===== src/rtl/mc_sched_pkg.sv =====
// mc_sched_pkg: shared sizes, FSM state type and counter helpers for the command scheduler
package mc_sched_pkg;
  localparam int NUM_REQ = 8;
  localparam int FAW_SLOTS = 4;
  localparam int CNT_W = 8;
  localparam int IDX_W = $clog2(NUM_REQ);
  typedef enum logic {ARB, REFRESH} state_e;
  typedef logic [CNT_W-1:0] cnt_t;
  // Loading cfg-1 makes the next qualifying fire land exactly max(cfg,1) cycles later
  function automatic cnt_t load_val(cnt_t cfg);
    return (cfg == '0) ? '0 : cnt_t'(cfg - 1'b1);
  endfunction
  function automatic cnt_t dec_sat(cnt_t c);
    return (c == '0) ? '0 : cnt_t'(c - 1'b1);
  endfunction
endpackage


===== src/rtl/rr_pick8.sv =====
// rr_pick8: round-robin picker, first set request at or above ptr with wrap, one-hot grant plus index
module rr_pick8
  import mc_sched_pkg::*;
(
  input  logic [NUM_REQ-1:0] req,
  input  logic [IDX_W-1:0]   ptr,
  output logic [NUM_REQ-1:0] gnt,
  output logic [IDX_W-1:0]   idx
);
  logic found;
  logic [IDX_W-1:0] j;
  always_comb begin
    gnt = '0;
    idx = '0;
    found = 1'b0;
    j = '0;
    for (int k = 0; k < NUM_REQ; k++) begin
      j = IDX_W'(ptr + IDX_W'(k));
      if (!found && req[j]) begin
        found = 1'b1;
        gnt[j] = 1'b1;
        idx = j;
      end
    end
  end
endmodule


===== src/rtl/cmd_scheduler_b8.sv =====
// cmd_scheduler_b8: 8-bank command arbiter enforcing tRRD/tFAW/tCCD/WTR/RTW spacing
// with round-robin fairness and an exclusive refresh hand-off.
module cmd_scheduler_b8
  import mc_sched_pkg::*;
(
  input  logic               sys_clk,
  input  logic               sys_rst_n,
  input  logic [NUM_REQ-1:0] req_valid,
  input  logic [NUM_REQ-1:0] req_is_act,
  input  logic [NUM_REQ-1:0] req_is_read,
  input  logic [NUM_REQ-1:0] req_is_write,
  input  logic               issue_ready,
  input  logic               refresh_req,
  input  logic [CNT_W-1:0]   mul_tRRD_cfg,
  input  logic [CNT_W-1:0]   mul_tFAW_cfg,
  input  logic [CNT_W-1:0]   mul_tCCD_cfg,
  input  logic [CNT_W-1:0]   mul_WTR_LATENCY_cfg,
  input  logic [CNT_W-1:0]   mul_RTW_LATENCY_cfg,
  output logic [NUM_REQ-1:0] gnt,
  output logic               out_valid,
  output logic [IDX_W-1:0]   out_idx,
  output logic               out_is_act,
  output logic               out_is_read,
  output logic               out_is_write,
  output logic               refresh_gnt
);
  state_e state_q, state_d;
  logic [IDX_W-1:0] rr_ptr_q, rr_ptr_d;
  cnt_t trrd_q, trrd_d, tccd_q, tccd_d, wtr_q, wtr_d, rtw_q, rtw_d;
  cnt_t [FAW_SLOTS-1:0] faw_q, faw_d;
  logic [NUM_REQ-1:0] kind_act, kind_read, kind_write, elig, cand;
  logic faw_free, faw_taken, fire, fire_act, fire_read, fire_write;
  // A request with several kind bits set is treated as ACT, then READ, then WRITE
  always_comb begin
    kind_act = req_is_act;
    kind_read = req_is_read & ~req_is_act;
    kind_write = req_is_write & ~req_is_act & ~req_is_read;
    faw_free = 1'b0;
    for (int s = 0; s < FAW_SLOTS; s++) faw_free = faw_free | (faw_q[s] == '0);
    elig = (kind_act & {NUM_REQ{trrd_q == '0 && faw_free}})
         | (kind_read & {NUM_REQ{tccd_q == '0 && wtr_q == '0}})
         | (kind_write & {NUM_REQ{tccd_q == '0 && rtw_q == '0}})
         | ~(kind_act | kind_read | kind_write);
    cand = (state_q == ARB && !refresh_req) ? (req_valid & elig) : '0;
  end
  rr_pick8 u_pick (
    .req(cand),
    .ptr(rr_ptr_q),
    .gnt(gnt),
    .idx(out_idx)
  );
  assign out_valid = |gnt;
  assign out_is_act = |(gnt & kind_act);
  assign out_is_read = |(gnt & kind_read);
  assign out_is_write = |(gnt & kind_write);
  assign refresh_gnt = (state_q == REFRESH);
  assign fire = out_valid & issue_ready;
  assign fire_act = fire & out_is_act;
  assign fire_read = fire & out_is_read;
  assign fire_write = fire & out_is_write;
  always_comb begin
    state_d = refresh_req ? REFRESH : ARB;
    rr_ptr_d = fire ? IDX_W'(out_idx + 1'b1) : rr_ptr_q;
    trrd_d = fire_act ? load_val(mul_tRRD_cfg) : dec_sat(trrd_q);
    tccd_d = (fire_read || fire_write) ? load_val(mul_tCCD_cfg) : dec_sat(tccd_q);
    wtr_d = fire_write ? load_val(mul_WTR_LATENCY_cfg) : dec_sat(wtr_q);
    rtw_d = fire_read ? load_val(mul_RTW_LATENCY_cfg) : dec_sat(rtw_q);
    faw_taken = 1'b0;
    for (int s = 0; s < FAW_SLOTS; s++) begin
      faw_d[s] = dec_sat(faw_q[s]);
      if (fire_act && !faw_taken && faw_q[s] == '0) begin
        faw_d[s] = load_val(mul_tFAW_cfg);
        faw_taken = 1'b1;
      end
    end
  end
  always_ff @(posedge sys_clk or negedge sys_rst_n) begin
    if (!sys_rst_n) begin
      state_q <= ARB;
      rr_ptr_q <= '0;
      trrd_q <= '0;
      tccd_q <= '0;
      wtr_q <= '0;
      rtw_q <= '0;
      faw_q <= '0;
    end else begin
      state_q <= state_d;
      rr_ptr_q <= rr_ptr_d;
      trrd_q <= trrd_d;
      tccd_q <= tccd_d;
      wtr_q <= wtr_d;
      rtw_q <= rtw_d;
      faw_q <= faw_d;
    end
  end
endmodule


===== config.mk =====
export PLATFORM = sky130hd
export DESIGN_NAME = cmd_scheduler_b8
export DESIGN_NICKNAME = d
export VERILOG_FILES = /design/src/rtl/mc_sched_pkg.sv /design/src/rtl/rr_pick8.sv /design/src/rtl/cmd_scheduler_b8.sv
export SDC_FILE = /design/constraint.sdc
export NUM_CORES = 1
export LEC_CHECK = 0
export ABC_AREA = 0
export BUFFER_PORTS_ARGS = -buffer_cell sky130_fd_sc_hd__buf_2
export CAP_MARGIN = 10
export CORE_UTILIZATION = 45
export DETAILED_ROUTE_END_ITERATION = 12
export PLACE_DENSITY_LB_ADDON = 0.05
export SLEW_MARGIN = 20
export SYNTH_ARGS = -nofsm -noshare
export SYNTH_HDL_FRONTEND = slang
export SYNTH_HIERARCHICAL = 1
export SYNTH_SLANG_ARGS = --single-unit
export TNS_END_PERCENT = 10

===== constraint.sdc =====
create_clock -name sys_clk -period 9 [get_ports sys_clk]
set_input_delay 1.8 -clock sys_clk [delete_from_list [all_inputs] [get_ports sys_clk]]
set_output_delay 1.8 -clock sys_clk [all_outputs]
set_load 0.03 [all_outputs]

==> summary by stage <==
Run status
The flow ran to the end, and the final reports show no timing, DRC or antenna violations.

Floorplanning
The horizontal extent of the die is 117 µm. The effective utilization at floorplan is 46.5%. The floorplan step defined a die boundary enclosing 0.0136 mm². The total area inside the core boundary comes to 0.0127 mm². The die outline height is 117 µm. The initialized floorplan defines 41 standard-cell rows. During I/O placement, the number of pins put on the boundary was 92.

Synth
In the synthesized netlist the async set-or-reset flop fraction comes to 100%. After synthesis, the netlist uses 72 different library cells. The cell type with the highest aggregate area in the netlist is sky130_fd_sc_hd__dfrtp_1.

Counting every net in the synthesized netlist gives 762. Of the post-synthesis cell area, the dominant cell type holds 28.8%. The per-instance average area after synthesis is 8.97 µm². Summing every instance area after synthesis gives 0.00591 mm². Sorting the synthesized cells by area gives the leading types as sky130_fd_sc_hd__dfrtp_1, sky130_fd_sc_hd__xnor2_1, sky130_fd_sc_hd__o22ai_1. Synthesis handed over a netlist of 659 instances. The synthesized design contains 0 enable-type register cells. Sequential elements use 28.8% of the synthesized area. The total of flip-flops plus latches after synthesis is 68.

The flip-flop cell with the highest count after synthesis is sky130_fd_sc_hd__dfrtp_1. The Yosys step of the flow raised 6 warnings.

Detailed routing
The count of nets left with antenna violations once routing finished came out at 0. The mean number of vias per cell is 6.01. The number of detailed-route iterations in the first pass is 6.

The detailed router placed 5550 vias in this run. After detailed routing, the number of remaining DRC violations is 0. The total wirelength of the detailed-routed design is 16200 µm. The iteration-0 DRC count of the detailed router is 401. In the final routed layout, each cell accounts on average for 17.6 µm.

Setup path
Data arrives at the worst endpoint at 5.97 ns. The sort of element at the start of the critical path is a register. The worst setup path is of the register to output port kind.

STA classifies the critical path endpoint as an output port. The largest fanout on the critical path is 8. The data required time of the critical path is 7.20 ns.

Place
The number of port buffers is 91. Detailed placement finished with a half-perimeter wire length of 12500 µm. The congestion estimate from routability-driven global placement came to 0.937.

Clocking
The clock latency at the later pin of the worst-skew pair is 0.33 ns. The TritonCTS clock tree is built. The library cell used as clock root buffer is sky130_fd_sc_hd__clkbuf_16. The clock sink count is 68. After clock tree synthesis, the flow added hold-fix buffers numbering 0. The number of buffers created by CTS is 9. The clock passes through at most 2 buffers. The number of cells upsized or downsized after cts is 0.

In this run the post-CTS setup repair buffer count came out at 0. The post-CTS clock slew at the launch and capture registers of the worst setup and hold paths is 0.06 ns. The H-tree was split into 3 levels.

STA
Setup repair after global routing left no endpoint under its margin. The max-slew violation count is 0. The worst hold slack is 0.496 ns. The worst max-slew margin expressed relative to the limit is 36.9%. The upper clock frequency limit is 129 MHz. The worst clock skew is 0.00458 ns. The final number of hold-violating endpoints came to 0.

The number of endpoints failing setup at the final stage is 0. Counting I/O delays and the setup requirement, the final critical path takes 7.77 ns. The ratio of final minimum period to clock period is 86.3%. For the pin with the worst max-slew slack, the measured transition is 0.939 ns. The accumulated negative setup slack is 0 ns.

Final layout
The sequential cell area is 0.00170 mm². Fill cells in the final layout number 1231. The post-route netlist has 20.6% of its cells at a drive strength greater than 1. The area occupied by multi-input gates is 0.00397 mm².

The synthesis-to-layout area growth is 15.7%. The repair_antennas step left the layout with diodes totalling 0. At the end of the flow, the number of nets in the layout was 850.

Global route
The initial antenna violation count was 0. For this run the aggregate overflow at the end of global routing stands at 0. The wire length of the first global-routing pass is 25900 µm. The number of global-route vias before repair came to 5277.

Entering global routing, the biggest net connects 69 pins. The overall fraction of global-route tracks in use is 24.9%.

Power and ir drop
The power density normalized to cell area is 272 mW/mm². The cell leakage power is 2.89 nW. Total power for the finished layout comes to 1.86 mW. Across the VDD grid, the largest voltage drop is 0.000158 V.

Flow run
The reported max-cap violation count is 0.

Worst hold path
The type of the worst min-delay path is register to register.
[cells by family (layout without fill, tap and decap cells)]
group / count (synthesis) / count (layout) / share of synthesized area (%)
AO/OA/AOI/OAI: 160 / 160 / 19.1
XOR/XNOR: 67 / 67 / 9.92
AND/OR/NAND/NOR: 238 / 238 / 23.4
adder cells (fa/ha/maj): 27 / 27 / 5.71
multiplexers: 37 / 37 / 8.76
flip-flops: 68 / 68 / 28.8
buffers and inverters: 62 / 155 / 4.25
[power by group]
group / total (mW) / internal (mW) / switching, mW
Sequential: 0.481 / 0.393 / 0.0878
Clock: 0.376 / 0.242 / 0.133
Combinational: 1.01 / 0.393 / 0.615
[stage by stage]
stage	worst slack, ns	util, %	cells	cell area [µm²]
6_report	1.23	53.8	924	6850
5_1_grt	0.884	53.8	924	6850
4_1_cts	1.20	53.8	924	6840
3_5_place_dp	1.38	51.3	908	6520
3_3_place_gp	1.41	51.3	908	6520
2_1_floorplan	1.83	-	659	5910
[cells in the final DEF (no fill, tap or decap), types with 10 or more instances in the layout]
cell type / Yosys / layout
sky130_fd_sc_hd__buf_2: 6 / 91
sky130_fd_sc_hd__dfrtp_1: 68 / 68
sky130_fd_sc_hd__o22ai_1: 59 / 59
sky130_fd_sc_hd__nor2_1: 46 / 46
sky130_fd_sc_hd__inv_1: 45 / 45
sky130_fd_sc_hd__nand2_1: 44 / 44
sky130_fd_sc_hd__xnor2_1: 43 / 43
sky130_fd_sc_hd__nor3_1: 31 / 31
sky130_fd_sc_hd__ha_1: 27 / 27
sky130_fd_sc_hd__xor2_1: 24 / 24
sky130_fd_sc_hd__a21oi_1: 16 / 16
sky130_fd_sc_hd__o21ai_0: 15 / 15
sky130_fd_sc_hd__nand3b_1: 14 / 14
sky130_fd_sc_hd__nor2b_1: 13 / 13
sky130_fd_sc_hd__nor4_1: 13 / 13
sky130_fd_sc_hd__mux2i_1: 12 / 12
sky130_fd_sc_hd__or3_1: 11 / 11
sky130_fd_sc_hd__a221oi_1: 10 / 10
[cell usage after synthesis (10+ instances only)]
master	instances
sky130_fd_sc_hd__a21oi_1	16
sky130_fd_sc_hd__a221oi_1	10
sky130_fd_sc_hd__dfrtp_1	68
sky130_fd_sc_hd__ha_1	27
sky130_fd_sc_hd__inv_1	45
sky130_fd_sc_hd__mux2i_1	12
sky130_fd_sc_hd__nand2_1	44
sky130_fd_sc_hd__nand3b_1	14
sky130_fd_sc_hd__nor2_1	46
sky130_fd_sc_hd__nor2b_1	13
sky130_fd_sc_hd__nor3_1	31
sky130_fd_sc_hd__nor4_1	13
sky130_fd_sc_hd__o21ai_0	15
sky130_fd_sc_hd__o22ai_1	59
sky130_fd_sc_hd__or3_1	11
sky130_fd_sc_hd__xnor2_1	43
sky130_fd_sc_hd__xor2_1	24
[cell type report]
class,instances,area share (%)
inverter,46,2.52
sequential,68,24.9
tap,172,3.14
clock buffer,10,3.34
clock inverter,6,1.30
multi-input combinational,529,58.0
timing repair buffer,93,6.87
[registers in the layout, indices dropped and copies added (netlist names)]
| signal | flops |
|---|---|
| trrd_q | 8 |
| refresh_gnt | 1 |
| rtw_q | 8 |
| faw_q | 32 |
| wtr_q | 8 |
| tccd_q | 8 |
| rr_ptr_q | 3 |
[routing by layer]
metal / vias up / GRT usage, % / routed length [µm]
li1: 2664 / - / -
met5: - / 0 / 0
met4: 0 / 11.7 / 607
met3: 35 / 3.84 / 720
met1: 2675 / 32.1 / 7260
met2: 176 / 40.9 / 7650
[path summary, 6_finish.rpt]
| kind | from | end | slack (ns) | cells after the start |
|---|---|---|---|---|
| worst max-delay path | tccd_q[4] | out_is_write | 1.23 | 16 |
| max in group asynchronous | sys_rst_n | tccd_q[3] | 6.75 | 2 |
| worst max register to register | faw_q[0] | trrd_q[3] | 2.41 | 18 |
| worst min-delay path | rtw_q[0] | rtw_q[0] | 0.50 | 1 |
| min in group asynchronous | sys_rst_n | rr_ptr_q[0] | 1.65 | 2 |
| worst min register to register | rtw_q[0] | rtw_q[0] | 0.50 | 1 |
[worst max-delay path, stage by stage (launching register included)]
cell	delay (ns)
sky130_fd_sc_hd__dfrtp_1	0.40
sky130_fd_sc_hd__or4_4	0.57
sky130_fd_sc_hd__nor4b_2	0.44
sky130_fd_sc_hd__nand4b_1	0.52
sky130_fd_sc_hd__a221oi_1	0.47
sky130_fd_sc_hd__o211a_1	0.26
sky130_fd_sc_hd__mux2_4	0.22
sky130_fd_sc_hd__o22ai_1	0.13
sky130_fd_sc_hd__o31ai_2	0.52
sky130_fd_sc_hd__a21oi_2	0.20
sky130_fd_sc_hd__a222oi_1	0.35
sky130_fd_sc_hd__a21bo_1	0.25
sky130_fd_sc_hd__mux2_2	0.32
sky130_fd_sc_hd__nor4bb_1	0.14
sky130_fd_sc_hd__nor4_1	0.47
sky130_fd_sc_hd__nand2_1	0.14
sky130_fd_sc_hd__buf_2	0.21
Note: power is estimated with default switching activity, not from simulation.
